## config.mk

```make
export PLATFORM = sky130hd
export DESIGN_NAME = eth_rx_ring
export DESIGN_NICKNAME = d
export VERILOG_FILES = /design/src/rtl/eth_rx_ring_pkg.sv /design/src/rtl/eth_slot_alloc.sv /design/src/rtl/eth_rx_ring.sv
export SDC_FILE = /design/constraint.sdc
export NUM_CORES = 1
export LEC_CHECK = 0
export BUFFER_PORTS_ARGS = -buffer_cell sky130_fd_sc_hd__buf_2
export CORE_MARGIN = 1.5
export CORE_UTILIZATION = 55
export CTS_CLUSTER_SIZE = 30
export DETAILED_ROUTE_END_ITERATION = 10
export PLACE_DENSITY = 0.77
export REMOVE_ABC_BUFFERS = 1
export SYNTH_ARGS = -nofsm -noshare
export SYNTH_HDL_FRONTEND = slang
export SYNTH_SLANG_ARGS = --single-unit
```

## constraint.sdc

```tcl
create_clock -name clk_i -period 2.6 [get_ports clk_i]
set_input_delay 0.52 -clock clk_i [delete_from_list [all_inputs] [get_ports clk_i]]
set_output_delay 0.52 -clock clk_i [all_outputs]
set_load 0.02 [all_outputs]
```

## src/rtl/eth_rx_ring_pkg.sv

```systemverilog
// eth_rx_ring_pkg: shared definitions for the multi-slot receive ring.
//   - FSM state encodings (fixed values, kept compatible with the legacy encoding)
//   - error bit positions inside the 4-bit per-slot status word
//   - saturating 16-bit increment used by the drop counter
package eth_rx_ring_pkg;

  localparam logic [2:0] ST_IDLE    = 3'd0;
  localparam logic [2:0] ST_RECV    = 3'd1;
  localparam logic [2:0] ST_FLUSH   = 3'd2;
  localparam logic [2:0] ST_CLOSE   = 3'd3;
  localparam logic [2:0] ST_DISCARD = 3'd4;

  localparam int unsigned ERR_CRC  = 0;
  localparam int unsigned ERR_RXER = 1;
  localparam int unsigned ERR_OVF  = 2;
  localparam int unsigned ERR_RUNT = 3;

  function automatic logic [15:0] sat_inc16(input logic [15:0] v);
    return (v == 16'hFFFF) ? v : v + 16'd1;
  endfunction

endpackage

```

## src/rtl/eth_slot_alloc.sv

```systemverilog
// eth_slot_alloc: slot ownership bookkeeping for the receive ring.
//   clk, rst   : clock, synchronous active-high reset
//   commit     : mark slot at ptr full and advance ptr (frame posted)
//   rel        : host release strobe for rel_slot
//   filling    : a frame is currently being written into slot ptr
//   full       : per-slot full bitmap
//   ptr        : round-robin write pointer
//   ptr_free   : slot at ptr may be allocated
//   free_cnt   : number of free slots, net of same-cycle commit and release
module eth_slot_alloc #(
  parameter  int unsigned NSLOT = 4,
  localparam int unsigned SW    = $clog2(NSLOT)
) (
  input  logic             clk,
  input  logic             rst,
  input  logic             commit,
  input  logic             rel,
  input  logic [SW-1:0]    rel_slot,
  input  logic             filling,
  output logic [NSLOT-1:0] full,
  output logic [SW-1:0]    ptr,
  output logic             ptr_free,
  output logic [SW:0]      free_cnt
);

  logic rel_ok;

  // A release only counts when it frees something: the slot must hold a
  // frame and must not be the one the receiver is writing into.
  always_comb begin
    rel_ok = rel && full[rel_slot] && !(filling && (rel_slot == ptr));
  end

  assign ptr_free = ~full[ptr];

  always_ff @(posedge clk) begin
    if (rst) begin
      full     <= '0;
      ptr      <= '0;
      free_cnt <= (SW+1)'(NSLOT);
    end else begin
      if (rel_ok) full[rel_slot] <= 1'b0;
      if (commit) begin
        full[ptr] <= 1'b1;
        ptr       <= ptr + SW'(1);  // NSLOT is a power of two, so this wraps
      end
      free_cnt <= free_cnt + (SW+1)'(rel_ok) - (SW+1)'(commit);
    end
  end

endmodule

```

## src/rtl/eth_rx_ring.sv

```systemverilog
// eth_rx_ring: multi-slot receive buffer manager.
// Packs received bytes into 16-bit words, writes them into one of NSLOT ring
// slots and posts per-slot length/error status; the host frees slots.
//   clk_i, rst_i                 : receive clock, synchronous active-high reset
//   rx_ena_i, rxdv_i, rxer_i     : receive enable, byte valid, receive error
//   rxd_i                        : received byte
//   crc_good_i                   : CRC good, valid in the first rxdv_i=0 cycle
//   mem_addr_o/mem_data_o        : buffer address {slot, word} and write data
//   mem_wrn_o                    : active-low write strobe
//   rel_i, rel_slot_i            : host release of a slot
//   stat_slot_i                  : status read select
//   stat_len_o/err_o/full_o      : status of the selected slot (combinational)
//   done_o, done_slot_o          : frame posted pulse and its slot
//   free_cnt_o, drop_cnt_o       : free slots, dropped frames (saturating)
//   busy_o                       : FSM not idle
module eth_rx_ring
  import eth_rx_ring_pkg::*;
#(
  parameter  int unsigned NSLOT  = 4,
  parameter  int unsigned AW     = 10,
  parameter  int unsigned MINLEN = 60,
  localparam int unsigned SW     = $clog2(NSLOT)
) (
  input  logic           clk_i,
  input  logic           rst_i,
  input  logic           rx_ena_i,
  input  logic           rxdv_i,
  input  logic           rxer_i,
  input  logic [7:0]     rxd_i,
  input  logic           crc_good_i,
  output logic [SW+AW-1:0] mem_addr_o,
  output logic [15:0]    mem_data_o,
  output logic           mem_wrn_o,
  input  logic           rel_i,
  input  logic [SW-1:0]  rel_slot_i,
  input  logic [SW-1:0]  stat_slot_i,
  output logic [AW+1:0]  stat_len_o,
  output logic [3:0]     stat_err_o,
  output logic           stat_full_o,
  output logic           done_o,
  output logic [SW-1:0]  done_slot_o,
  output logic [SW:0]    free_cnt_o,
  output logic [15:0]    drop_cnt_o,
  output logic           busy_o
);

  localparam logic [AW+1:0] CAP = {1'b1, {(AW+1){1'b0}}};

  logic [2:0]       state;
  logic             rxdv_q;
  logic [AW+1:0]    cnt;
  logic [7:0]       lo_byte;
  logic             ovf, rxer_acc, crc_bad, mid_new;
  logic             wrn_q;
  logic [SW+AW-1:0] addr_q;
  logic [15:0]      data_q;
  logic [15:0]      drop_q;
  logic [AW+1:0]    len_r [NSLOT];
  logic [3:0]       err_r [NSLOT];

  logic [NSLOT-1:0] full;
  logic [SW-1:0]    ptr;
  logic             ptr_free;
  logic             rise, commit, filling;
  logic [3:0]       err_new;

  always_comb begin
    rise    = rxdv_i && !rxdv_q;
    commit  = (state == ST_CLOSE);
    filling = (state == ST_RECV) || (state == ST_FLUSH) || (state == ST_CLOSE);
    err_new           = '0;
    err_new[ERR_CRC]  = crc_bad;
    err_new[ERR_RXER] = rxer_acc;
    err_new[ERR_OVF]  = ovf;
    err_new[ERR_RUNT] = (32'(cnt) < MINLEN);
  end

  eth_slot_alloc #(.NSLOT(NSLOT)) u_alloc (
    .clk      (clk_i),
    .rst      (rst_i),
    .commit   (commit),
    .rel      (rel_i),
    .rel_slot (rel_slot_i),
    .filling  (filling),
    .full     (full),
    .ptr      (ptr),
    .ptr_free (ptr_free),
    .free_cnt (free_cnt_o)
  );

  always_ff @(posedge clk_i) begin
    if (rst_i) begin
      state    <= ST_IDLE;
      // Held high so a frame already in flight across reset is not mistaken
      // for a new start of frame.
      rxdv_q   <= 1'b1;
      cnt      <= '0;
      lo_byte  <= '0;
      ovf      <= 1'b0;
      rxer_acc <= 1'b0;
      crc_bad  <= 1'b0;
      mid_new  <= 1'b0;
      wrn_q    <= 1'b1;
      addr_q   <= '0;
      data_q   <= '0;
      drop_q   <= '0;
      for (int unsigned i = 0; i < NSLOT; i++) begin
        len_r[i] <= '0;
        err_r[i] <= '0;
      end
    end else begin
      rxdv_q <= rxdv_i;
      wrn_q  <= 1'b1;
      case (state)
        ST_IDLE: begin
          if (rise) begin
            if (!rx_ena_i) begin
              state <= ST_DISCARD;
            end else if (!ptr_free) begin
              state  <= ST_DISCARD;
              drop_q <= sat_inc16(drop_q);
            end else begin
              state    <= ST_RECV;
              cnt      <= (AW+2)'(1);
              lo_byte  <= rxd_i;
              ovf      <= 1'b0;
              rxer_acc <= rxer_i;
              mid_new  <= 1'b0;
            end
          end
        end
        ST_RECV: begin
          if (rxdv_i) begin
            rxer_acc <= rxer_acc | rxer_i;
            if (cnt == CAP) begin
              ovf <= 1'b1;
            end else begin
              cnt <= cnt + (AW+2)'(1);
              // cnt is the index of this byte; odd index completes a word
              if (cnt[0]) begin
                wrn_q  <= 1'b0;
                addr_q <= {ptr, cnt[AW:1]};
                data_q <= {rxd_i, lo_byte};
              end else begin
                lo_byte <= rxd_i;
              end
            end
          end else begin
            crc_bad <= ~crc_good_i;
            if (cnt[0]) begin
              wrn_q  <= 1'b0;
              addr_q <= {ptr, cnt[AW:1]};
              data_q <= {8'h00, lo_byte};
              state  <= ST_FLUSH;
            end else begin
              state <= ST_CLOSE;
            end
          end
        end
        ST_FLUSH: begin
          if (rxdv_i) mid_new <= 1'b1;
          state <= ST_CLOSE;
        end
        ST_CLOSE: begin
          len_r[ptr] <= cnt;
          err_r[ptr] <= err_new;
          if (rxdv_i || mid_new) begin
            state  <= ST_DISCARD;
            drop_q <= sat_inc16(drop_q);
          end else begin
            state <= ST_IDLE;
          end
        end
        ST_DISCARD: begin
          if (!rxdv_i) state <= ST_IDLE;
        end
        default: state <= ST_IDLE;
      endcase
    end
  end

  assign mem_addr_o  = addr_q;
  assign mem_data_o  = data_q;
  assign mem_wrn_o   = wrn_q;
  assign done_o      = commit;
  assign done_slot_o = ptr;
  assign drop_cnt_o  = drop_q;
  assign busy_o      = (state != ST_IDLE);
  assign stat_len_o  = len_r[stat_slot_i];
  assign stat_err_o  = err_r[stat_slot_i];
  assign stat_full_o = full[stat_slot_i];

endmodule
```

==> flow_metrics.py <==
metrics = {
    "outcome": {
        "status": "finished clean",
    },
    "routing": {
        "m1WireLength_um": 6130,
        "drc": 0,
        "routed-wl-met2_um": 7270,
        "first_pass_iters": 4,
        "maxUsedRoutingLayer": "met4",
        "ant_nets": 0,
        "avgViaCountPerCell": 5.84,
        "wl_met3_um": 1120,
        "drt_iter0_drc": 395,
        "routed_wl_um": 14900,
        "routedWlPerCell_um": 17.3,
        "num_vias": 5032,
    },
    "floorplan": {
        "die_area_um2": 12800,
        "initial_core_util": 0.573,
        "core_area_um2": 11600,
        "die_x_um": 113,
        "num_io_pins": 88,
        "core.rowCount": 39,
        "die_y_um": 113,
    },
    "global_routing": {
        "grtUsageTotal": 0.242,
        "grt_max_degree": 38,
        "grt_overflow": 0,
        "antenna_found_initial": 0,
        "grt_pass1_wl_um": 24000,
        "grt_pass1_vias": 4818,
    },
    "worst_setup_path": {
        "crit_top_cell": "a21oi_1",
        "reg2reg_from": "state[1]",
        "end_kind": "flip-flop",
        "cp_max_fo": 12,
        "worst_setup_path_start_kind": "flip-flop",
        "critical_path_class": "reg2reg",
        "arrival_ns": 2.58,
        "path_cells": "nor2_1 > nor3_1 > a21oi_1 > a21oi_1 > nor2b_1 > ha_1 > inv_1 > fa_1 > xor2_1 > xnor2_1 > nand2_1",
        "startpoint": "state[1]",
        "slowest_delay_ns": 0.45,
        "worstPathRequired_ns": 2.89,
        "slowest_stage": "dfxtp_1",
    },
    "timing": {
        "finalCritPeriodShare": 0.881,
        "period_minus_slack_ns": 2.29,
        "fmax_mhz": 436,
        "finalMaxSlewViolations": 0,
        "worst_pin_slew_ns": 0.666,
        "final_hold_viol_count": 0,
        "setup_ws_ns": 0.309,
        "setup_viol": 0,
        "skew_ns": 0.00916,
        "whs_ns": 0.317,
        "rsz0062_at_grt": "false",
        "max_slew_margin": 0.556,
    },
    "yosys": {
        "avgSynthCellArea_um2": 10.5,
        "async_flop_share": 0,
        "ys_warn_count": 0,
        "synthTopCellsByArea": "edfxtp_1, dfxtp_1, mux4_2",
        "synth_top_area_frac": 0.289,
        "synth_area_um2": 6650,
        "synth_seq_cells": 146,
        "synth_edf_count": 64,
        "yosysUniqueCellTypes": 60,
        "synth_top_area_cell": "edfxtp_1",
        "ys.flop_type": "dfxtp_1",
        "synthCells": 631,
        "seq_area_frac_synth": 0.536,
    },
    "clock_network": {
        "numCtsBuffers": 17,
        "clock-sinks": 146,
        "h-tree-depth": 4,
        "cts.reportedPaths.clkPinSlew_ns": 0.06,
        "clk_latency_ns": 0.42,
        "clock_path_buffers": 2,
        "cts_tree": "built",
        "post_cts_buffers": 0,
        "cts_root_buf": "clkbuf_16",
    },
    "final_layout": {
        "fin_util": 0.672,
        "nNetsFinal": 734,
        "synthToLayoutAreaGrowth_pct": 17.4,
        "fill_cells": 895,
        "diodes": 0,
        "drive_gt1_frac": 0.238,
    },
    "power_and_ir_drop": {
        "leakagePower_nw": 2.99,
        "ir_drop_uv": 360,
        "power_density_nw_per_um2": 662,
    },
    "placed_design": {
        "dpl.hpwl_um": 9740,
        "numPortBuffers": 87,
        "place_ws_ns": 0.0902,
        "place.gp.congestion": 0.872,
    },
    "min_path": {
        "hold_start": "crc_good_i",
        "min_path_type": "in2reg",
    },
    "flow_run": {
        "cap_violations": 0,
    },
}
kinds of logic after synthesis:
group | share of synthesized area
AO/OA/AOI/OAI | 0.108
adder cells (fa/ha/maj) | 0.0199
XOR/XNOR | 0.0118
flip-flops | 0.536
buffers and inverters | 0.0446
multiplexers | 0.0718
AND/OR/NAND/NOR | 0.208
cells in the final DEF (no fill, tap or decap), types with 6 or more instances in the layout:
cell type   count
inv_1          13
o21ai_0         8
ha_1            9
a311oi_1        7
nor3_1         21
a21oi_1        55
nand3_1        20
nand2_1        86
buf_4          16
nand4_1         9
clkinvlp_4      6
dfxtp_1        82
and2_1         49
nor4_1          8
nor2b_1         6
nor2_1         35
xor2_1          6
mux4_2         18
edfxtp_1       64
a31o_1          8
buf_2          87
a41oi_1         6
clkbuf_16      17
layer usage:
layer | global-route usage | vias up
met5 | 0 | -
met3 | 0.0653 | 28
met2 | 0.398 | 187
met1 | 0.303 | 2393
li1 | - | 2424
met4 | 0.108 | 0
worst paths after layout:
check / to / slack, ns / depth (start not counted)
max: u_alloc.free_cnt[2] / 0.31 / 11
min: crc_bad / 0.32 / 2
max reg2reg: u_alloc.free_cnt[2] / 0.31 / 11
min reg2reg: mem_data_o[9] / 0.45 / 2
Yosys cell counts (9+ instances only):
cell / n
ha_1: 9
nor2_1: 35
dfxtp_1: 82
nand2_1: 86
and2_1: 49
buf_2: 15
nor3_1: 21
nand4_1: 9
inv_1: 13
nand3_1: 20
a21oi_1: 55
edfxtp_1: 64
mux4_2: 18
clkbuf_1: 28
power by group:
| group | leakage, nW | switching, mW | internal [mW] |
|---|---|---|---|
| clock | 0.276 | 0.963 | 1.52 |
| sequential | 1.32 | 0.0183 | 2.43 |
| combinational | 1.40 | 0.147 | 0.0907 |
| total | 2.99 | 1.13 | 4.04 |
worst max-delay path, delay by kind of cell, from the launching register on:
kind	cells	cell delay, ns
AOI/OAI and AO/OA	2	0.34
xor gates and xnor gates	2	0.32
adders and majority gates	2	0.52
buffers and inverters	1	0.04
DFF	1	0.45
and+or+nand+nor	4	0.50
what timing repair did:
item | CTS | global route
hold buffers | 0 | 0
resized for setup | 0 | 1
setup endpoints to repair | 0 | 24
through the flow:
stage / power (mW) / setup TNS, ns / cell area (µm²) / std cells
after floorplan: 2.62 / -0.599 / 6410 / 580
after global placement: 2.73 / 0 / 7200 / 829
after detailed placement: 2.74 / 0 / 7200 / 829
after CTS: 5.20 / 0 / 7810 / 861
after global routing: 5.32 / 0 / 7810 / 861
final: 5.17 / 0 / 7810 / 861
registers in the layout (all words and copies together), names as in the netlist, 4 cells and up:
name          flops
u_alloc.full      4
mem_data_o       16
mem_addr_o       12
len_r            48
lo_byte           8
err_r            16
cnt              12
drop_cnt_o       16
cell type report:
cell class              count  area, µm²  area share
well taps                 143        179      0.0229
clock buffers              18        429      0.0550
inverters                  14       52.6     0.00673
repair buffers            106        616      0.0788
multi-input cells         420       2790       0.358
flip-flops and latches    146       3560       0.456
clock inverters            14        175      0.0224
No activity file was read; power rests on OpenSTA's default activity.
